$ cat src/rtl/operand_fetch.sv
`default_nettype none
// ============================================================================
// Module   : operand_fetch
// Purpose  : Selects source operands from the register file (with same-cycle
//            writeback bypass), tracks outstanding writes to the three backed
//            registers with a scoreboard, and presents operands on a
//            registered valid/ready output stage.
// Revision : 1.0 - initial release
// ============================================================================
module operand_fetch #(
  parameter int ID_BASE = 5
) (
  input  logic        clk,
  input  logic        reset,
  input  logic        in_valid,
  output logic        in_ready,
  input  logic [4:0]  reg_id_a,
  input  logic [4:0]  reg_id_b,
  input  logic [4:0]  reg_id_d,
  input  logic [31:0] reg_0_value,
  input  logic [31:0] reg_1_value,
  input  logic [31:0] reg_2_value,
  input  logic        wb_enable,
  input  logic [4:0]  wb_reg_id,
  input  logic [31:0] wb_value,
  output logic        out_valid,
  input  logic        out_ready,
  output logic [31:0] op_a,
  output logic [31:0] op_b,
  output logic [4:0]  out_reg_id_d
);

  localparam logic [5:0] c_id_lo = 6'(ID_BASE);
  localparam logic [5:0] c_id_hi = 6'(ID_BASE + 2);

  // One-hot slot mask for an id; all-zero when the id is not backed.
  function automatic logic [2:0] f_slot_mask(input logic [4:0] id);
    logic [5:0] wide_id;
    logic [2:0] slot;
    wide_id = {1'b0, id};
    slot    = 3'(wide_id - c_id_lo);
    if ((wide_id >= c_id_lo) && (wide_id <= c_id_hi))
      f_slot_mask = 3'b001 << slot;
    else
      f_slot_mask = 3'b000;
  endfunction

  // Register file value for a one-hot slot mask; zero for unbacked ids.
  function automatic logic [31:0] f_select(input logic [2:0] mask,
                                           input logic [31:0] v0,
                                           input logic [31:0] v1,
                                           input logic [31:0] v2);
    f_select = ({32{mask[0]}} & v0) | ({32{mask[1]}} & v1) | ({32{mask[2]}} & v2);
  endfunction

  logic [2:0]  r_pending;
  logic        r_out_valid;
  logic [31:0] r_op_a;
  logic [31:0] r_op_b;
  logic [4:0]  r_reg_id_d;

  logic [2:0]  w_a_mask;
  logic [2:0]  w_b_mask;
  logic [2:0]  w_d_mask;
  logic [2:0]  w_wb_mask;
  logic [2:0]  w_live_pending;
  logic [2:0]  w_pending_nxt;
  logic        w_a_bypass;
  logic        w_b_bypass;
  logic [31:0] w_a_value;
  logic [31:0] w_b_value;
  logic        w_hazard;
  logic        w_space;
  logic        w_accept;

  // Operand selection, hazard detection and scoreboard next state.
  always_comb begin
    w_a_mask   = f_slot_mask(reg_id_a);
    w_b_mask   = f_slot_mask(reg_id_b);
    w_d_mask   = f_slot_mask(reg_id_d);
    w_wb_mask  = wb_enable ? f_slot_mask(wb_reg_id) : 3'b000;

    // The file is updated at the writeback edge, so during that cycle its
    // value is stale and the writeback data must be forwarded instead.
    w_a_bypass = wb_enable && (wb_reg_id == reg_id_a) && (|w_a_mask);
    w_b_bypass = wb_enable && (wb_reg_id == reg_id_b) && (|w_b_mask);
    w_a_value  = w_a_bypass ? wb_value
                            : f_select(w_a_mask, reg_0_value, reg_1_value, reg_2_value);
    w_b_value  = w_b_bypass ? wb_value
                            : f_select(w_b_mask, reg_0_value, reg_1_value, reg_2_value);

    // A slot being written back this cycle no longer blocks anyone.
    w_live_pending = r_pending & ~w_wb_mask;
    w_hazard       = |((w_a_mask | w_b_mask | w_d_mask) & w_live_pending);

    // in_ready deliberately excludes in_valid.
    w_space  = !r_out_valid || out_ready;
    in_ready = w_space && !w_hazard;
    w_accept = in_valid && in_ready;

    // Set after clear: a newly accepted writer owns the slot.
    w_pending_nxt = w_live_pending | (w_accept ? w_d_mask : 3'b000);
  end

  // Scoreboard and output stage registers.
  always_ff @(posedge clk) begin
    if (reset) begin
      r_pending   <= 3'b000;
      r_out_valid <= 1'b0;
      r_op_a      <= 32'h0;
      r_op_b      <= 32'h0;
      r_reg_id_d  <= 5'h0;
    end else begin
      r_pending <= w_pending_nxt;
      if (w_accept) begin
        r_out_valid <= 1'b1;
        r_op_a      <= w_a_value;
        r_op_b      <= w_b_value;
        r_reg_id_d  <= reg_id_d;
      end else if (r_out_valid && out_ready) begin
        r_out_valid <= 1'b0;
      end
    end
  end

  assign out_valid    = r_out_valid;
  assign op_a         = r_op_a;
  assign op_b         = r_op_b;
  assign out_reg_id_d = r_reg_id_d;

endmodule
`default_nettype wire

$ cat config.mk
export PLATFORM = sky130hd
export DESIGN_NAME = operand_fetch
export DESIGN_NICKNAME = d
export VERILOG_FILES = /design/src/rtl/operand_fetch.sv
export SDC_FILE = /design/constraint.sdc
export NUM_CORES = 1
export LEC_CHECK = 0
export BUFFER_PORTS_ARGS = -buffer_cell sky130_fd_sc_hd__buf_2
export CAP_MARGIN = 20
export CORE_MARGIN = 2
export CORE_UTILIZATION = 30
export DETAILED_ROUTE_END_ITERATION = 7
export PLACE_DENSITY = 0.66
export SYNTH_ARGS = -nofsm -noshare
export SYNTH_HDL_FRONTEND = slang
export SYNTH_SLANG_ARGS = --single-unit
$ cat constraint.sdc
create_clock -name clk -period 3.6 [get_ports clk]
set_clock_uncertainty 0.1 [all_clocks]
set_input_delay 0.54 -clock clk [delete_from_list [all_inputs] [get_ports clk]]
set_output_delay 0.54 -clock clk [all_outputs]
set_load 0.02 [all_outputs]
==> flow_summary_export.csv <==
group,metric,value,unit
status,status,"complete, no violations",
sta,relSlewSlack,0.471,
job,cap_violations,0,
floorplan,die_y,134,um
setup_path,rr_startpoint,"r_pending[1]",
synth,yosys_register_bits,73,
clock_tree,ctsRootBufferMaster,"clkbuf_16",
placed_design,globalplace.congestion,0.807,
clock_tree,insertion_delay,350,ps
setup_path,critical_path_class,"input port to primary output",
power_and_ir_drop,p_sw_frac,0.264,
placed_design,io_buffers,223,
sta,fmax,353,MHz
synth,synth_common_cells,"nand2b_1 (80), dfxtp_1 (73), mux2i_1 (69), nand2_1 (67)",
drt,wl_per_cell,19.8,um
sta,fin_crit_sh,0.788,
drt,via_count,5720,
clock_tree,clockBufferDepth,2,
clock_tree,post_cts_buffers,0,
sta,hold_violations,0,
setup_path,cp-start-kind,"input port",
drt,route.detailed.drc,0,
power_and_ir_drop,p_leak,2.61,nW
global_routing,grt_pass1_wl,30400,um
setup_path,r2r_cells,5,
clock_tree,cts_tree,"yes",
worst_hold_path,hp-class,"register to register",
floorplan,initial_utilization,0.307,
clock_tree,cts.sinks,73,
synth,yosysTopAreaCell,"dfxtp_1",
clock_tree,ctsHoldBuffers,0,
power_and_ir_drop,vdd_drop_max,208,uV
floorplan,die-area,18000,um2
synth,async_reset_ff_frac,0,
cells_and_area,antenna_cells,0,
drt,drt_pass1_iterations,7,
clock_tree,post_cts_resized,0,
setup_path,cp_max_fo,22,
floorplan,rows,47,
synth,synth_cell_types,37,
power_and_ir_drop,p_switching,0.614,mW
global_routing,grt_max_degree,79,
sta,worst_pin_slew,793,ps
synth,synth_top_area_share,0.287,
synth,yosysMostFrequentCell,"nand2b_1",
setup_path,reg2reg_to,"op_a[31]",
cells_and_area,fin_nets,927,
sta,finalSetupViolCount,0,
synth,synth.area.top_cells,"dfxtp_1 (29%), mux2i_1 (14%), a311o_1 (13%)",
setup_path,crit_required,2960,ps
synth,synth_warnings,0,
setup_path,ff2ff_setup_slack,1670,ps
power_and_ir_drop,combPwrFrac,0.160,
floorplan,pin_count,224,
clock_tree,h-tree-depth,3,
synth,syn_avg_cell_area,8.46,um2
drt,drtIter0Drc,552,
drt,wl,19800,um
synth,syn_nets,755,
power_and_ir_drop,clkPwrFrac,0.483,
synth,syn_area,5090,um2
sta,min_period,2840,ps
global_routing,grt_pass1_vias,5555,
sta,finalMaxSlewViolations,0,
synth,ys_seq_area_frac,0.287,
synth,syn_inst,602,
drt,ant_nets,0,
floorplan,core-area,16600,um2
global_routing,antenna_found_initial,1,
sta,rsz0062_at_grt,"no",
placed_design,place_hpwl,13600,um
setup_path,critical_path.endpoint,"in_ready",
setup_path,startpoint,"reg_id_b[0]",
global_routing,track_usage,0.212,
setup_path,end_kind,"primary output",
global_routing,grt-ovfl-total,0,
sta,fin_setup_tns,0,ps
power_and_ir_drop,seq_power_share,0.357,
setup_path,cp.arrival,2200,ps
drt,routed_via_density,5.73,
power_and_ir_drop,internal-power,1.71,mW
clock_tree,path_clk_slew,60,ps
synth,synthFlopType,"dfxtp_1",
cells_and_area,drive_gt1_frac,0.347,
cells_and_area,synthToLayoutAreaGrowth,31.4,%
floorplan,die_x,134,um
clock_tree,cts_made_buffers,9,
synth,synth-edff-count,0,
power_and_ir_drop,finalPower,2.33,mW
power_and_ir_drop,power_density,347,nW/um2
-- layer usage --
metal	track usage	share of wire	vias up
li1	-	-	2654
met1	0.266	0.42	2677
met2	0.344	0.47	352
met3	0.0684	0.096	35
met4	0.0678	0.015	2
met5	0	0.00066	-
-- power groups by stage --
| stage | clock [mW] | sequential (mW) | combinational [mW] |
|---|---|---|---|
| 6_report | 1.12 | 0.831 | 0.372 |
| 2_1_floorplan | 0 | 0.867 | 0.173 |
| 4_1_cts | 1.14 | 0.831 | 0.368 |
| 3_5_place_dp | 0 | 0.849 | 0.366 |
| 5_1_grt | 1.17 | 0.832 | 0.393 |
| 3_3_place_gp | 0 | 0.849 | 0.366 |
-- worst min path at each step --
stage	startpoint	to	slack [ps]	depth (start not counted)
final	op_a[10]	op_a[10]	370	2
after global routing	reg_id_d[0]	out_reg_id_d[0]	390	3
after CTS	reg_id_d[2]	out_reg_id_d[2]	370	3
after detailed placement	op_a[10]	op_a[10]	360	2
after global placement	op_b[26]	op_b[26]	360	2
after floorplan	r_pending[1]	r_pending[1]	370	2
-- cells in the final DEF, fill, tap and decap left out, types with 3 or more instances in the layout --
cell type  netlist  layout
a22oi_1          3       3
nor2b_1          4       3
a311o_1         64      64
buf_2            6     222
o2bb2ai_1        3       3
a32oi_1         63      62
mux2i_1         69      69
bufinv_16        0       3
nor2_1           3       3
clkbuf_8         0       3
nand2b_1        80      78
a21oi_1          3       3
dfxtp_1         73      73
o21ai_1          3       3
clkbuf_16        0       9
nor3_1          64      64
and2_2           0       3
nand2_1         67      67
buf_4            0      14
-- through the flow --
step | instances | hold slack, ps | util | instance area (um2) | worst slack (ps)
floorplan | 602 | 368 | - | 5090 | 704
global placement | 983 | 358 | 0.382 | 6330 | 635
detailed placement | 983 | 363 | 0.382 | 6330 | 595
CTS | 999 | 372 | 0.404 | 6690 | 785
global route | 999 | 387 | 0.404 | 6690 | 699
finish | 999 | 371 | 0.404 | 6690 | 765
-- critical path, stage by stage --
cell and delay [ps]:
buf_2 320, buf_4 380, nand2b_1 160, a31oi_1 150
a2111oi_0 380, buf_2 240
-- cell type report --
cell class              count  area (um2)
fillers                  1716        9890
repair buffers            238        1260
clock inverters             4        97.6
flip-flops and latches     73        1460
clock buffers              12         267
well taps                 220         275
multi-input cells         450        3330
inverters                   2        7.51
-- flip-flops by register name, summed over array words and instances, names as in the netlist --
name          flops
op_a             32
op_b             32
out_reg_id_d      5
out_valid         1
r_pending         3
-- cell families after synthesis --
family | count (synthesis) | share of synthesized area
xor gates and xnor gates | 2 | 0.00344
buffers and inverters | 79 | 0.0700
AOI/OAI and AO/OA | 143 | 0.257
and+or+nand+nor | 236 | 0.247
muxes | 69 | 0.136
DFF | 73 | 0.287
(Power assumes the default switching activity.)
